===== src/rtl/rr_demux_router_if.sv =====
// Handshake bundle for rr_demux_router: one input stream in, NUM_CH registered channels out.
// The master side is the source/consumer environment, the slave side is the router.
interface rr_demux_router_if #(
  parameter int DATA_W = 1,
  parameter int NUM_CH = 4,
  parameter int SEL_W  = 2
);
  logic [DATA_W-1:0]        in_data;
  logic                     in_valid;
  logic                     in_ready;
  logic [NUM_CH*DATA_W-1:0] out_data;
  logic [NUM_CH-1:0]        out_valid;
  logic [NUM_CH-1:0]        out_ready;
  logic [SEL_W-1:0]         cur_sel;

  modport master (
    output in_data, in_valid, out_ready,
    input  in_ready, out_data, out_valid, cur_sel
  );

  modport slave (
    input  in_data, in_valid, out_ready,
    output in_ready, out_data, out_valid, cur_sel
  );
endinterface


===== src/rtl/rr_demux_router.sv =====
// Registered round-robin 1-to-NUM_CH demux stage with a one-entry register per channel.
// Build option: define DEMUX_INVERT_EN to store the bitwise NOT of every accepted word.
module rr_demux_router #(
  parameter int DATA_W = 1,
  parameter int NUM_CH = 4,
  parameter int SEL_W  = 2
) (
  input  logic            clk,
  input  logic            rst,
  rr_demux_router_if.slave bus
);

  logic [SEL_W-1:0]         cur_sel_q, cur_sel_d;
  logic [NUM_CH-1:0]        out_valid_q, out_valid_d;
  logic [NUM_CH*DATA_W-1:0] out_data_q, out_data_d;
  logic                     in_ready_s;
  logic                     acc_s;

  function automatic logic [DATA_W-1:0] store_word(input logic [DATA_W-1:0] w);
`ifdef DEMUX_INVERT_EN
    return ~w;
`else
    return w;
`endif
  endfunction

  // Next-state: readiness of the pointed channel, load/drain per channel, pointer advance.
  always_comb begin
    out_valid_d = out_valid_q;
    out_data_d  = out_data_q;
    cur_sel_d   = cur_sel_q;
    in_ready_s  = 1'b0;

    // The pointer never skips a full channel, so only the selected channel gates acceptance.
    for (int i = 0; i < NUM_CH; i++) begin
      in_ready_s = in_ready_s |
                   ((SEL_W'(i) == cur_sel_q) & (~out_valid_q[i] | bus.out_ready[i]));
    end
    acc_s = bus.in_valid & in_ready_s;

    for (int i = 0; i < NUM_CH; i++) begin
      if (acc_s && (SEL_W'(i) == cur_sel_q)) begin
        out_data_d[i*DATA_W +: DATA_W] = store_word(bus.in_data);
        out_valid_d[i]                 = 1'b1;
      end else if (out_valid_q[i] && bus.out_ready[i]) begin
        out_valid_d[i] = 1'b0;
      end else begin
        out_valid_d[i] = out_valid_q[i];
      end
    end

    if (acc_s) begin
      cur_sel_d = (cur_sel_q == SEL_W'(NUM_CH - 1)) ? {SEL_W{1'b0}} : cur_sel_q + SEL_W'(1);
    end else begin
      cur_sel_d = cur_sel_q;
    end
  end

  // State registers with asynchronous reset.
  always_ff @(posedge clk or posedge rst) begin
    if (rst) begin
      cur_sel_q   <= {SEL_W{1'b0}};
      out_valid_q <= {NUM_CH{1'b0}};
      out_data_q  <= {(NUM_CH*DATA_W){1'b0}};
    end else begin
      cur_sel_q   <= cur_sel_d;
      out_valid_q <= out_valid_d;
      out_data_q  <= out_data_d;
    end
  end

  assign bus.in_ready  = in_ready_s;
  assign bus.out_data  = out_data_q;
  assign bus.out_valid = out_valid_q;
  assign bus.cur_sel   = cur_sel_q;

endmodule


===== src/flat_wrapper.sv =====
// flat-port wrapper written by rule: the top's interface ports become plain ports
module rr_demux_router_flat 
#(
  parameter int DATA_W = 1,
  parameter int NUM_CH = 4,
  parameter int SEL_W  = 2
)
  (clk, rst, bus_in_data, bus_in_valid, bus_out_ready, bus_in_ready, bus_out_data, bus_out_valid, bus_cur_sel);
  rr_demux_router_if #(.DATA_W(DATA_W), .NUM_CH(NUM_CH), .SEL_W(SEL_W)) bus_i ();
  input  logic clk;
  input  logic rst;
  input wire logic [$bits(bus_i.in_data)-1:0] bus_in_data;
  input wire logic [$bits(bus_i.in_valid)-1:0] bus_in_valid;
  input wire logic [$bits(bus_i.out_ready)-1:0] bus_out_ready;
  output wire logic [$bits(bus_i.in_ready)-1:0] bus_in_ready;
  output wire logic [$bits(bus_i.out_data)-1:0] bus_out_data;
  output wire logic [$bits(bus_i.out_valid)-1:0] bus_out_valid;
  output wire logic [$bits(bus_i.cur_sel)-1:0] bus_cur_sel;
  assign bus_i.in_data = bus_in_data;
  assign bus_i.in_valid = bus_in_valid;
  assign bus_i.out_ready = bus_out_ready;
  assign bus_in_ready = bus_i.in_ready;
  assign bus_out_data = bus_i.out_data;
  assign bus_out_valid = bus_i.out_valid;
  assign bus_cur_sel = bus_i.cur_sel;
  rr_demux_router #(.DATA_W(DATA_W), .NUM_CH(NUM_CH), .SEL_W(SEL_W)) u_core (.clk(clk), .rst(rst), .bus(bus_i));
endmodule

===== config.mk =====
export PLATFORM = sky130hd
export DESIGN_NAME = rr_demux_router_flat
export DESIGN_NICKNAME = d
export VERILOG_FILES = /design/src/rtl/rr_demux_router_if.sv /design/src/rtl/rr_demux_router.sv /design/src/flat_wrapper.sv
export SDC_FILE = /design/constraint.sdc
export NUM_CORES = 1
export LEC_CHECK = 0
export CAP_MARGIN = 20
export CORE_UTILIZATION = 40
export CTS_BUF_LIST = sky130_fd_sc_hd__clkbuf_8
export DETAILED_ROUTE_END_ITERATION = 7
export PLACE_DENSITY = 0.85
export RECOVER_POWER = 100
export SLEW_MARGIN = 10
export SYNTH_ARGS = -nofsm -noshare
export SYNTH_HDL_FRONTEND = slang
export SYNTH_SLANG_ARGS = --single-unit

===== constraint.sdc =====
create_clock -name clk -period 1.3 [get_ports clk]
set_input_delay 0.26 -clock clk [delete_from_list [all_inputs] [get_ports clk]]
set_output_delay 0.26 -clock clk [all_outputs]
set_load 0.01 [all_outputs]

==> flow_summary.json <==
{
  "grt_usage_pct": 23.6,
  "coreArea_sq_um": 1170,
  "end_kind": "flip-flop",
  "fin_ws_ps": -325,
  "final.setup.tns_ps": -2100,
  "cap_violations": 0,
  "die_area_sq_um": 1480,
  "firstDrtPassIters": 4,
  "outcome": "finished with violations",
  "syn_inst": 44,
  "antenna_left": 0,
  "syn_nets": 56,
  "path_cells": "inv_4 -> ha_4 -> a22oi_4 -> buf_4 -> a21boi_4 -> mux2_4",
  "cp-start-kind": "flip-flop",
  "criticalPathCategory": "reg2reg",
  "hold_class": "in2async",
  "final-setup-viol-count": 7,
  "tightest_slew_ps": 401,
  "num_rows": 12,
  "die_w_um": 38.4,
  "layout_common_cells": "nand2_1, dlygate4sd2_1, dfrtp_1, buf_4, clkdlybuf4s50_1",
  "max_freq_mhz": 615,
  "grt_first_pass_wirelength_um": 2260,
  "ys_warn_count": 0,
  "violations": "negative setup slack",
  "slowest_delay_ps": 470,
  "syn-cell-area_sq_um": 531,
  "place_ws_ps": -524,
  "rsz0062_at_grt": "yes",
  "cts_inserted_buffers": 3,
  "cpMaxStageDelayCell": "dfrtp_2",
  "timing.slew.headroom_pct": 73.2,
  "fin_nets": 87,
  "ys_seq_area_share_pct": 47.2,
  "cts_max_path_buffers": 2,
  "antenna_found_initial": 0,
  "place_hpwl_um": 824,
  "grt_pass1_vias": 538,
  "fin_crit_ps": 1620,
  "wl_um": 1450,
  "cts_tree": "yes",
  "synth_cell_types": 11,
  "gp_congestion": 0.794,
  "clock_skew_ps": 7.67,
  "synthToLayoutAreaGrowth_pct": 71.7,
  "crit_required_ps": 1420,
  "diodes": 0,
  "grt_max_degree": 11,
  "cts_hold_buf": 0,
  "leakage_nw": 0.438,
  "whs_ps": 453,
  "grt_overflow_total": 0,
  "path_max_fanout": 5,
  "nFillCells": 73,
  "drc": 0,
  "cts_root_buf": "clkbuf_8",
  "wl_per_cell_um": 16.5,
  "drtIter0Drc": 9,
  "die_y_um": 38.4,
  "p_total_mw": 2.48,
  "syn_avg_cell_area_sq_um": 12.1,
  "drive_above_1_share_pct": 44.6,
  "clkSinkCount": 10,
  "num_vias": 469,
  "powerDensity_nw_per_um2": 2730,
  "hold_viol": 0,
  "ys_ff_latch": 10,
  "cts_setup_buffers": 0,
  "clk_pin_slew_ps": 50,
  "slew_violations": 0,
  "port_buffers": 18,
  "via_per_inst": 5.33,
  "cts_max_level": 1,
  "start_util_pct": 45.3,
  "crit_arrival_ps": 1740,
  "fin_crit_sh_pct": 125,
  "io-pin-count": 19,
  "ir_worst_vdd_v": 0.00174,
  "clkLatencyLatePin_ps": 240
}
[path summary, 6_finish.rpt]
check,to,startpoint,slack (ps),depth (start not counted)
max,u_core.bus.cur_sel[0],u_core.bus.cur_sel[1],-320,6
min,u_core.bus.out_valid[3],rst,450,2
max reg2reg,u_core.bus.cur_sel[0],u_core.bus.cur_sel[1],-320,6
min reg2reg,u_core.bus.out_data[2],u_core.bus.out_data[2],490,1
max in group asynchronous,u_core.bus.cur_sel[0],rst,540,2
min in group clk,u_core.bus.out_data[2],u_core.bus.out_data[2],490,1
[cell usage after synthesis]
library cell	number	share of area [%]
dfrtp_1	10	47
nand2_1	9	6.4
mux2_1	6	13
a21oi_1	4	3.8
ha_1	4	9.4
inv_1	3	2.1
a22oi_4	2	8.0
nand2b_1	2	2.4
nand2b_4	2	5.2
a21boi_2	1	2.1
nor2_1	1	0.71
[layout make-up]
type	instances	area [sq um]	area share, %
multi-input combinational	31	350	38.5
timing repair buffer	26	229	25.1
tap	14	17.5	1.92
clock inverter	1	3.75	0.412
inverter	3	16.3	1.79
sequential	10	253	27.7
clock buffer	3	41.3	4.53
[metal layers]
layer	track usage [%]	share of wire, %	routed length [um]	up-vias
met2	41.5	53	763	24
met4	19.8	3.4	49	0
met5	0	0	0	-
li1	-	-	-	207
met1	24.9	37	537	232
met3	2.33	6.9	100	6
[worst max-delay path, delay by kind of cell, from the launching register on]
| kind | cells | cell delay, ps |
|---|---|---|
| adders and majority gates | 1 | 150 |
| AOI/OAI and AO/OA | 2 | 270 |
| muxes | 1 | 330 |
| DFF | 1 | 470 |
| buffers and inverters | 2 | 280 |
[kinds of logic (layout without fill, tap and decap cells)]
kind of cell	Yosys count	count (layout)	share of synthesized area (%)
simple gates	14	14	14.6
compound gates	7	7	13.9
mux	6	6	12.7
buf+inv	3	33	2.12
fa+ha+maj	4	4	9.43
flops	10	10	47.2
[report_power, final]
group	switching [mW]	leakage [nW]	internal (mW)	total, mW
registers	0.152	0.121	0.472	0.623
logic	0.734	0.290	0.800	1.53
clock network	0.121	0.0269	0.207	0.328
total	1.01	0.438	1.48	2.48
[what timing repair did]
| action | CTS | global route |
|---|---|---|
| pin swaps | 4 | 1 |
| resized for setup | 36 | 3 |
| setup endpoints to repair | 17 | 7 |
| cloned | 0 | 0 |
[state kept, by name (all words and copies together) (netlist names)]
register	count
u_core.bus.cur_sel	2
u_core.bus.out_data	4
u_core.bus.out_valid	4
[through the flow]
step	instance area, sq um	util [%]	instances
finish	911	77.8	88
global route	911	77.8	88
CTS	893	76.3	88
detailed placement	792	67.6	84
global placement	792	67.6	84
floorplan	534	-	44
(Power assumes the default switching activity.)
